**config.mk**
```make
export PLATFORM = sky130hd
export DESIGN_NAME = display_scan_controller_flat
export DESIGN_NICKNAME = d
export VERILOG_FILES = /design/src/rtl/display_pkg.sv /design/src/rtl/display_scan_controller_if.sv /design/src/rtl/scan_prescaler.sv /design/src/rtl/display_scan_controller.sv /design/src/flat_wrapper.sv
export SDC_FILE = /design/constraint.sdc
export NUM_CORES = 1
export LEC_CHECK = 0
export ABC_AREA = 1
export CAP_MARGIN = 20
export CORE_AREA = 2 2 96 98
export CTS_CLUSTER_SIZE = 8
export DETAILED_ROUTE_END_ITERATION = 10
export DIE_AREA = 0 0 98 100
export HOLD_SLACK_MARGIN = 0.12
export PLACE_DENSITY_LB_ADDON = 0.25
export REMOVE_ABC_BUFFERS = 1
export SLEW_MARGIN = 20
export SYNTH_ARGS = -nofsm -noshare
export SYNTH_HDL_FRONTEND = slang
export SYNTH_SLANG_ARGS = --single-unit
export TNS_END_PERCENT = 5
```
**constraint.sdc**
```tcl
create_clock -name clk -period 1.6 [get_ports clk]
set_clock_uncertainty 0.05 [all_clocks]
set_input_delay 0.32 -clock clk [delete_from_list [all_inputs] [get_ports clk]]
set_output_delay 0.32 -clock clk [all_outputs]
set_load 0.02 [all_outputs]
```
**src/rtl/display_pkg.sv**
```systemverilog
// Shared types and helpers for the multiplexed seven-segment scan path.
package display_pkg;
    localparam int NUM_DIGITS = 4;
    localparam int SEL_W      = 2;

    typedef logic [3:0] nibble_t;
    typedef enum logic {BLANK = 1'b0, SHOW = 1'b1} slot_state_e;

    // A digit is a leading zero when it and every more-significant digit are 0;
    // digit 0 always stays lit so a zero value still shows "0".
    function automatic logic lz_blank(input logic [4*NUM_DIGITS-1:0] v,
                                      input logic [SEL_W-1:0] k);
        logic b;
        b = (k != '0);
        for (int i = 0; i < NUM_DIGITS; i++) begin
            if (i >= int'(k) && v[4*i +: 4] != 4'h0) b = 1'b0;
        end
        return b;
    endfunction
endpackage

```
**src/rtl/display_scan_controller_if.sv**
```systemverilog
// Result-load and digit-drive signals between the counter core and the segment encoder.
interface display_scan_controller_if;
    import display_pkg::*;

    logic [4*NUM_DIGITS-1:0] value_in;
    logic [NUM_DIGITS-1:0]   dp_in;
    logic                    load;
    logic                    lz_suppress;
    logic [SEL_W-1:0]        sel;
    logic                    digit_en;
    nibble_t                 nibble;
    logic                    dp;
    logic                    pending;
    logic                    frame_tick;

    modport master (output value_in, dp_in, load, lz_suppress,
                    input  sel, digit_en, nibble, dp, pending, frame_tick);
    modport slave  (input  value_in, dp_in, load, lz_suppress,
                    output sel, digit_en, nibble, dp, pending, frame_tick);
endinterface

```
**src/rtl/scan_prescaler.sv**
```systemverilog
// Digit-slot timebase: counts 0..PRESCALE-1 and flags the end of dead time and of the slot.
module scan_prescaler #(
    parameter int PRESCALE     = 100000,
    parameter int BLANK_CYCLES = 2000
) (
    input  logic                        clk,
    input  logic                        reset,
    output logic                        slot_end,
    output logic                        blank_end,
    output logic [$clog2(PRESCALE)-1:0] cnt
);
    localparam int CNT_W = $clog2(PRESCALE);
    localparam logic [CNT_W-1:0] LAST = CNT_W'(PRESCALE - 1);
    localparam logic [CNT_W-1:0] BEND = CNT_W'(BLANK_CYCLES - 1);

    logic [CNT_W-1:0] cnt_q, cnt_d;

    always_comb begin
        slot_end  = (cnt_q == LAST);
        blank_end = (cnt_q == BEND);
        cnt_d     = slot_end ? '0 : cnt_q + 1'b1;
    end

    always_ff @(posedge clk) begin
        if (reset) cnt_q <= '0;
        else       cnt_q <= cnt_d;
    end

    assign cnt = cnt_q;
endmodule

```
**src/rtl/display_scan_controller.sv**
```systemverilog
// Four-digit scan controller: walks sel through the digits with dead time between slots
// and swaps in newly loaded results only at the 3->0 wrap so a frame never mixes values.
module display_scan_controller #(
    parameter int PRESCALE     = 100000,
    parameter int BLANK_CYCLES = 2000
) (
    input  logic                      clk,
    input  logic                      reset,
    display_scan_controller_if.slave  bus
);
    import display_pkg::*;

    localparam int CNT_W = $clog2(PRESCALE);

    logic             slot_end, blank_end;
    logic [CNT_W-1:0] cnt;

    scan_prescaler #(.PRESCALE(PRESCALE), .BLANK_CYCLES(BLANK_CYCLES)) u_pre (
        .clk       (clk),
        .reset     (reset),
        .slot_end  (slot_end),
        .blank_end (blank_end),
        .cnt       (cnt)
    );

    slot_state_e             state_q, state_d;
    logic [SEL_W-1:0]        sel_q, sel_d;
    logic [4*NUM_DIGITS-1:0] shown_q, shown_d, hold_q, hold_d;
    logic [NUM_DIGITS-1:0]   shown_dp_q, shown_dp_d, hold_dp_q, hold_dp_d;
    logic                    pending_q, pending_d;
    logic                    digit_en_q, digit_en_d;
    nibble_t                 nibble_q, nibble_d;
    logic                    dp_q, dp_d;
    logic                    frame_tick_q, frame_tick_d;
    logic                    wrap;

    always_ff @(posedge clk) begin
        if (reset) state_q <= BLANK;
        else       state_q <= state_d;
    end

    always_comb begin
        state_d = state_q;
        case (state_q)
            BLANK:   if (blank_end) state_d = SHOW;
            SHOW:    if (slot_end)  state_d = BLANK;
            default: state_d = BLANK;
        endcase
    end

    always_comb begin
        wrap       = slot_end && (sel_q == SEL_W'(NUM_DIGITS - 1));
        sel_d      = slot_end ? sel_q + 1'b1 : sel_q;
        shown_d    = shown_q;
        shown_dp_d = shown_dp_q;
        hold_d     = hold_q;
        hold_dp_d  = hold_dp_q;
        pending_d  = pending_q;
        if (wrap) begin
            // A load landing exactly on the wrap bypasses staging.
            if (bus.load) begin
                shown_d    = bus.value_in;
                shown_dp_d = bus.dp_in;
            end else if (pending_q) begin
                shown_d    = hold_q;
                shown_dp_d = hold_dp_q;
            end
            pending_d = 1'b0;
        end else if (bus.load) begin
            hold_d    = bus.value_in;
            hold_dp_d = bus.dp_in;
            pending_d = 1'b1;
        end
        // digit_en follows the next state so it is already low in the cycle sel moves;
        // nibble/dp lag sel by one cycle, hidden by that dead time.
        digit_en_d   = (state_d == SHOW) && !(bus.lz_suppress && lz_blank(shown_q, sel_q));
        nibble_d     = shown_q[{sel_q, 2'b00} +: 4];
        dp_d         = shown_dp_q[sel_q];
        frame_tick_d = wrap;
    end

    always_ff @(posedge clk) begin
        if (reset) begin
            sel_q        <= '0;
            shown_q      <= '0;
            shown_dp_q   <= '0;
            hold_q       <= '0;
            hold_dp_q    <= '0;
            pending_q    <= 1'b0;
            digit_en_q   <= 1'b0;
            nibble_q     <= '0;
            dp_q         <= 1'b0;
            frame_tick_q <= 1'b0;
        end else begin
            sel_q        <= sel_d;
            shown_q      <= shown_d;
            shown_dp_q   <= shown_dp_d;
            hold_q       <= hold_d;
            hold_dp_q    <= hold_dp_d;
            pending_q    <= pending_d;
            digit_en_q   <= digit_en_d;
            nibble_q     <= nibble_d;
            dp_q         <= dp_d;
            frame_tick_q <= frame_tick_d;
        end
    end

    // Lit phase must never overlap the dead-time window of the slot.
    always_ff @(posedge clk) begin
        if (!reset && state_q == SHOW) assert (int'(cnt) >= BLANK_CYCLES);
    end

    assign bus.sel        = sel_q;
    assign bus.digit_en   = digit_en_q;
    assign bus.nibble     = nibble_q;
    assign bus.dp         = dp_q;
    assign bus.pending    = pending_q;
    assign bus.frame_tick = frame_tick_q;
endmodule

```
**src/flat_wrapper.sv**
```systemverilog
// flat-port wrapper written by rule: the top's interface ports become plain ports
module display_scan_controller_flat import display_pkg::*;
#(
    parameter int PRESCALE     = 100000,
    parameter int BLANK_CYCLES = 2000
)
  (clk, reset, bus_value_in, bus_dp_in, bus_load, bus_lz_suppress, bus_sel, bus_digit_en, bus_nibble, bus_dp, bus_pending, bus_frame_tick);
  display_scan_controller_if bus_i ();
  input  logic clk;
  input  logic reset;
  input wire logic [$bits(bus_i.value_in)-1:0] bus_value_in;
  input wire logic [$bits(bus_i.dp_in)-1:0] bus_dp_in;
  input wire logic [$bits(bus_i.load)-1:0] bus_load;
  input wire logic [$bits(bus_i.lz_suppress)-1:0] bus_lz_suppress;
  output wire logic [$bits(bus_i.sel)-1:0] bus_sel;
  output wire logic [$bits(bus_i.digit_en)-1:0] bus_digit_en;
  output wire logic [$bits(bus_i.nibble)-1:0] bus_nibble;
  output wire logic [$bits(bus_i.dp)-1:0] bus_dp;
  output wire logic [$bits(bus_i.pending)-1:0] bus_pending;
  output wire logic [$bits(bus_i.frame_tick)-1:0] bus_frame_tick;
  assign bus_i.value_in = bus_value_in;
  assign bus_i.dp_in = bus_dp_in;
  assign bus_i.load = bus_load;
  assign bus_i.lz_suppress = bus_lz_suppress;
  assign bus_sel = bus_i.sel;
  assign bus_digit_en = bus_i.digit_en;
  assign bus_nibble = bus_i.nibble;
  assign bus_dp = bus_i.dp;
  assign bus_pending = bus_i.pending;
  assign bus_frame_tick = bus_i.frame_tick;
  display_scan_controller #(.PRESCALE(PRESCALE), .BLANK_CYCLES(BLANK_CYCLES)) u_core (.clk(clk), .reset(reset), .bus(bus_i));
endmodule
```
==> flow_summary.ini, run 1 <==
[sta]
fin_crit_sh_pct = 100.5
hold_viol = 0
finalMaxSlewViolations = 0
setup_ws_ps = -7.479
relSlewSlack_pct = 78.04
fmax_mhz = 622.1
finalSetupViolCount = 1
tightest_slew_ps = 326.9
layout_min_cycle_time_ps = 1607
rsz0062_at_grt = true

[cts]
clock-sinks = 68
ctsRootBufferMaster = clkbuf_8
clock_latency_ps = 340
hold_buffers = 0
clk_pin_slew_worst_paths_ps = 70
cts.path.max_buffers = 2
htreeDepth = 3
tritoncts = built
cts_buffers = 9

[logic_synthesis]
ys_warn_count = 0
yosysSeqAreaShare_pct = 39.87
netlist_area_mm2 = 0.003415
syn-instance-count = 498
synth.distinct_cells = 29
syn_avg_cell_area_um2 = 6.856
ys_ff_latch = 68

[pwr]
seqPwrFrac_pct = 48.5
power_switching_uw = 824.9
power_mw = 3.631
powerDensity_mw_per_mm2 = 830.8
swShare_pct = 22.72
p_leak_nw = 2.000
clockPowerShare_pct = 43.1
intPower_mw = 2.806
peakVddDrop_mv = 0.4107
comb_power_share_pct = 8.3

[cells_and_area]
fin_util_pct = 49.16
fin_nets = 573
syn_to_final_growth_pct = 28.00
drive_above_1_share_pct = 16.55
n_antenna_cell = 0

[critical_path]
critPathLaunchType = flip-flop
critPathCapture = u_core.shown_q[2]
worstReg2RegStart = u_core.u_pre.cnt[1]
worst_r2r_endpoint = u_core.shown_q[2]
arrival_ps = 1790
crit_path_max_fanout = 13
rrSetupSlack_ps = -7
r2r_cells = 9
critPathRequiredTime_ps = 1790
cp-startpoint = u_core.u_pre.cnt[1]
crit_type = flip-flop to flip-flop
end_kind = flip-flop

[placed_design]
io_buffers = 33
post-dp-hpwl_um = 5379
dp_slack_ps = -43.80
gp_congestion = 0.8935

[die]
rows = 35
fp.dieArea_mm2 = 0.009800
die_width_um = 98
pin_count = 34
dieHeight_um = 100
initial_core_util_pct = 38.41
core_area_mm2 = 0.008890

[global_route]
track_usage_pct = 16.37
grt_overflow = 0
grt_pass1_vias = 2888
grt_max_degree = 44
grt_pass1_wl_um = 13030
antenna_found_initial = 0

[detailed_routing]
routed_wl_um = 7830
post-route-drc-count = 0
drt_iter0_markers = 134
drt-vias-per-instance = 4.753
ant_nets = 0
first_pass_iters = 4
wl_per_cell_um = 11.85
vias = 3142

[flow_run]
cap_violations = 0

[run_status]
failed_checks = negative setup slack
status = complete, but fails checks

[min_path]
hold_path.class = primary input to flip-flop
power groups by stage:
stage | clock network, mW | logic (mW) | registers [mW]
final | 1.57 | 0.303 | 1.76
after global routing | 1.67 | 0.341 | 1.77
after CTS | 1.61 | 0.301 | 1.76
after detailed placement | 0 | 0.300 | 1.80
after global placement | 0 | 0.295 | 1.79
after floorplan | 0 | 0.147 | 1.79
cell usage after synthesis:
master | number | area share [%]
o21ai_0 | 13 | 1.9
mux2i_1 | 20 | 5.9
nor2_2 | 2 | 0.37
clkbuf_1 | 16 | 1.8
nor2_1 | 67 | 7.4
xnor2_1 | 1 | 0.26
nor2b_1 | 1 | 0.18
inv_1 | 83 | 9.1
or2_2 | 2 | 0.37
ha_1 | 4 | 1.5
nand2_2 | 1 | 0.18
inv_2 | 2 | 0.22
nand2_1 | 87 | 9.6
nor3_1 | 8 | 1.2
o21ai_2 | 1 | 0.26
nand4_1 | 26 | 4.8
buf_1 | 1 | 0.11
clkinv_1 | 1 | 0.11
dfxtp_1 | 68 | 40
nand3_1 | 30 | 4.4
buf_2 | 10 | 1.5
a41oi_1 | 1 | 0.26
xor2_1 | 6 | 1.5
nand3_2 | 1 | 0.29
a31o_2 | 1 | 0.26
a21oi_1 | 42 | 6.2
nor2_4 | 1 | 0.33
nor3b_1 | 1 | 0.22
or2_0 | 1 | 0.18
through the flow:
stage / std cells / cell area (um2) / setup TNS (ps) / hold slack (ps)
3_3_place_gp: 643 / 4025 / 0 / 375.5
6_report: 661 / 4370 / -7.479 / 333.1
2_1_floorplan: 471 / 3301 / -37820 / 339.1
3_5_place_dp: 643 / 4025 / -416.9 / 382.6
4_1_cts: 659 / 4244 / -113.2 / 336.6
5_1_grt: 661 / 4370 / -1200 / 363.3
flip-flops by register name, indices dropped and copies added, names as in the netlist, 2 cells and up:
register	flops
u_core.u_pre.cnt	17
u_core.bus.nibble	4
u_core.hold_q	16
u_core.bus.sel	2
u_core.shown_dp_q	4
u_core.hold_dp_q	4
u_core.shown_q	16
cell usage in the layout (no fill, tap or decap), types with 2 or more instances in the layout:
cell type	n
bufinv_16	2
xor2_1	6
clkbuf_1	2
ha_1	2
nor2_2	6
buf_12	4
nand2_1	73
nand3_4	2
dlygate4sd2_1	10
dfxtp_1	65
nand4_1	26
o21ai_0	13
nand3_1	29
nand2_2	15
nor2_4	2
ha_4	2
nor3_1	7
inv_2	10
nor2_1	62
inv_1	75
mux2i_1	20
buf_6	4
buf_4	22
clkbuf_8	10
dfxtp_2	3
or2_2	2
clkdlybuf4s50_1	22
a21oi_1	41
final cells by class:
cell class / count / area, um2
tap: 111 / 138.9
clock inverter: 4 / 72.57
inverter: 86 / 322.8
fill: 895 / 4519
timing repair buffer: 63 / 603.1
multi-input combinational: 317 / 1723
clock buffer: 12 / 145.1
sequential: 68 / 1365
what timing repair did:
| item | 4_1_cts | 5_1_grt |
|---|---|---|
| cloned | 0 | 1 |
| resized for setup | 14 | 42 |
| setup buffers | 0 | 1 |
| hold endpoints to repair | 0 | 0 |
| pin swaps | 1 | 24 |
| endpoints found under the setup margin | 39 | 60 |
how the worst min path moves through the flow:
stage	start	end	slack [ps]	cells after the start
6_report	bus_load	u_core.hold_q[8]	330	3
5_1_grt	bus_load	u_core.hold_q[8]	360	3
4_1_cts	bus_load	u_core.hold_q[8]	340	3
3_5_place_dp	u_core.state_q	u_core.state_q	380	2
3_3_place_gp	u_core.state_q	u_core.state_q	380	2
2_1_floorplan	reset	u_core.bus.dp	340	1
routing by layer:
layer	up-vias	global-route usage [%]	share of wire (%)
met5	-	0	0
met4	0	5.342	1.3
met3	12	4.457	3.5
met2	40	27.50	47
met1	1423	20.48	48
li1	1667	-	-
cells by family (layout without fill, tap and decap cells):
family	count (synthesis)	in the layout	share of synthesized area (%)
adders and majority gates	4	4	1.466
muxes	20	20	5.863
buffers and inverters	113	165	12.79
AOI/OAI and AO/OA	58	58	8.831
and+or+nand+nor	228	228	29.39
xor gates and xnor gates	7	7	1.796
DFF	68	68	39.87
critical path, stage by stage, from the launching register on:
cell	delay, ps
dfxtp_2	360
ha_4	160
nand3_4	100
nor2_4	130
nand2_2	80
nor2_4	190
buf_12	160
nand4_1	100
nand2_1	120
nor2_2	50
(Power assumes the default switching activity.)
==> inputs of run 2 (changes only) <==
Settings changed: CTS_CLUSTER_SIZE 8 to 25.
==> results of run 2 <==
Same layout as run 1: the final DEF is identical, and so are final timing and power.
==> inputs of run 3 (changes only) <==
Settings changed: GPL_TIMING_DRIVEN from default to 0, RECOVER_POWER from default to 50, TNS_END_PERCENT 5 to 30.
==> run 3 against run 2 <==
  * Critical path type unchanged
  * Register-to-register slack lost 60 ps
  * The run still ends with negative setup slack left
  * Critical path depth up 1
  * Combinational power down 3%
  * Wire length up 8.1%
  * Flip-flop and latch count unchanged
  * Sequential share of layout area about the same
  * Clock power is 24% lower
  * Total power fell by 10%
  * Sequential power about the same
  * Setup slack lost 59 ps
  * Critical endpoint is now u_core.shown_q[15]
  * Largest power group unchanged
  * Utilization grew 0.20 points
==> flow_summary.ini, run 3 (synthesis gave the netlist of run 1 again) <==
[run_status]
status = complete, but fails checks
failed_checks = negative setup slack

[placed_design]
post-dp-hpwl_um = 4950
io_buffers = 33
gp_congestion = 0.8277
dp_slack_ps = -1338

[die]
core_area_mm2 = 0.008890
dieHeight_um = 100
rows = 35
die_width_um = 98
initial_core_util_pct = 38.41
pin_count = 34
fp.dieArea_mm2 = 0.009800

[sta]
layout_min_cycle_time_ps = 1666
fin_crit_sh_pct = 104.1
setup_ws_ps = -66.06
rsz0062_at_grt = true
finalSetupViolCount = 16
hold_viol = 0
final.setup.tns_ps = -431.3
finalMaxSlewViolations = 0
relSlewSlack_pct = 61.66
tightest_slew_ps = 575.1
fmax_mhz = 600.2

[detailed_routing]
drt-vias-per-instance = 4.923
routed_wl_um = 8464
post-route-drc-count = 0
wl_per_cell_um = 12.96
first_pass_iters = 4
ant_nets = 0
vias = 3215
drt_iter0_markers = 160

[pwr]
powerDensity_mw_per_mm2 = 740.7
peakVddDrop_mv = 0.3550
power_switching_uw = 791.0
intPower_mw = 2.459
seqPwrFrac_pct = 54.1
swShare_pct = 24.34
clockPowerShare_pct = 36.8
p_leak_nw = 1.989
comb_power_share_pct = 9.0

[flow_run]
cap_violations = 0

[global_route]
grt_max_degree = 46
grt_overflow = 0
grt_pass1_wl_um = 13310
grt_pass1_vias = 2860
track_usage_pct = 16.73
antenna_found_initial = 0

[critical_path]
arrival_ps = 1860
critPathLaunchType = flip-flop
end_kind = flip-flop
critPathRequiredTime_ps = 1790
crit_path_max_fanout = 6
crit_type = flip-flop to flip-flop

[cts]
hold_buffers = 0
ctsRootBufferMaster = clkbuf_8
htreeDepth = 3
clock_latency_ps = 340
clock-sinks = 68
tritoncts = built
cts.path.max_buffers = 2
clk_pin_slew_worst_paths_ps = 70
cts_buffers = 9

[cells_and_area]
syn_to_final_growth_pct = 28.51
fin_nets = 567
layout_common_cells = nand2_1, inv_1, dfxtp_1, nor2_1, a21oi_1
final_common_cell = nand2_1
largest_reg_flops = 17
final.fill_count = 887
n_antenna_cell = 0
seq_area_mm2 = 0.001373
multi_input_area_mm2 = 0.001831
drive_above_1_share_pct = 15.68

[min_path]
hold_path.class = flip-flop to flip-flop
## run 3: cell types whose count changed in the layout (fill, tap and decap cells not counted), moves of 2 or more
| cell | delta |
|---|---|
| bufinv_16 | -2 |
| nand3_4 | +4 |
| dfxtp_4 | +2 |
| buf_4 | -14 |
| buf_6 | +3 |
| nor3_4 | +2 |
| nor2_4 | +2 |
| nand2_2 | -5 |
| nand2_1 | +4 |
| dfxtp_1 | -2 |
## run 3: area by class of cell
cell class	count	area share [%]
Timing Repair Buffer	53	12.60
Multi-Input combinational cell	321	41.72
Sequential cell	68	31.28
Clock buffer	12	3.308
Clock inverter	2	0.2851
Tap cell	111	3.165
Inverter	86	7.642
## run 3: worst max-delay path, cell delays in order, from the launching register on
cell and delay (ps):
dfxtp_2 360, ha_4 150, nand3_4 110, nor2_4 160
nand2_4 90, buf_6 130, nor2_4 140, clkbuf_16 170
nand4_1 70, nand2_1 80, nor2_1 40
## run 3: power groups by stage
stage | clock (mW) | sequential [mW] | combinational [mW]
CTS | 1.24 | 1.76 | 0.284
global route | 1.30 | 1.76 | 0.329
floorplan | 0 | 1.79 | 0.147
detailed placement | 0 | 1.80 | 0.275
global placement | 0 | 1.79 | 0.274
finish | 1.20 | 1.76 | 0.293
## run 3: what timing repair did
item                       CTS  global route
gates cloned                 3             3
setup buffers                8             7
pin swaps                    4            24
setup endpoints to repair   73            60
gates resized for setup     35            45
## run 3: final timing paths
path / to / cells past startpoint / from / slack (ps)
setup / recovery: u_core.shown_q[15] / 10 / u_core.u_pre.cnt[1] / -70
hold / removal: u_core.state_q / 2 / u_core.state_q / 400
setup reg to reg: u_core.shown_q[15] / 10 / u_core.u_pre.cnt[1] / -70
hold reg to reg: u_core.state_q / 2 / u_core.state_q / 400
## run 3: through the flow
stage / hold WS [ps] / area (um2) / std cells / util [%] / total power, mW
finish: 404.7 / 4388 / 653 / 49.36 / 3.250
global route: 464.6 / 4388 / 653 / 49.36 / 3.395
CTS: 401.3 / 4144 / 643 / 46.62 / 3.285
detailed placement: 384.0 / 3809 / 618 / 42.84 / 2.070
global placement: 375.2 / 3770 / 615 / 42.41 / 2.067
floorplan: 339.1 / 3301 / 471 / - / 1.940
## run 3: routing by layer
| layer | global-route usage [%] | vias to the layer above | share of wire, % |
|---|---|---|---|
| li1 | - | 1669 | - |
| met1 | 21.43 | 1478 | 45 |
| met2 | 27.45 | 59 | 51 |
| met3 | 3.900 | 9 | 3.3 |
| met4 | 6.517 | 0 | 1.3 |
| met5 | 0 | - | 0 |
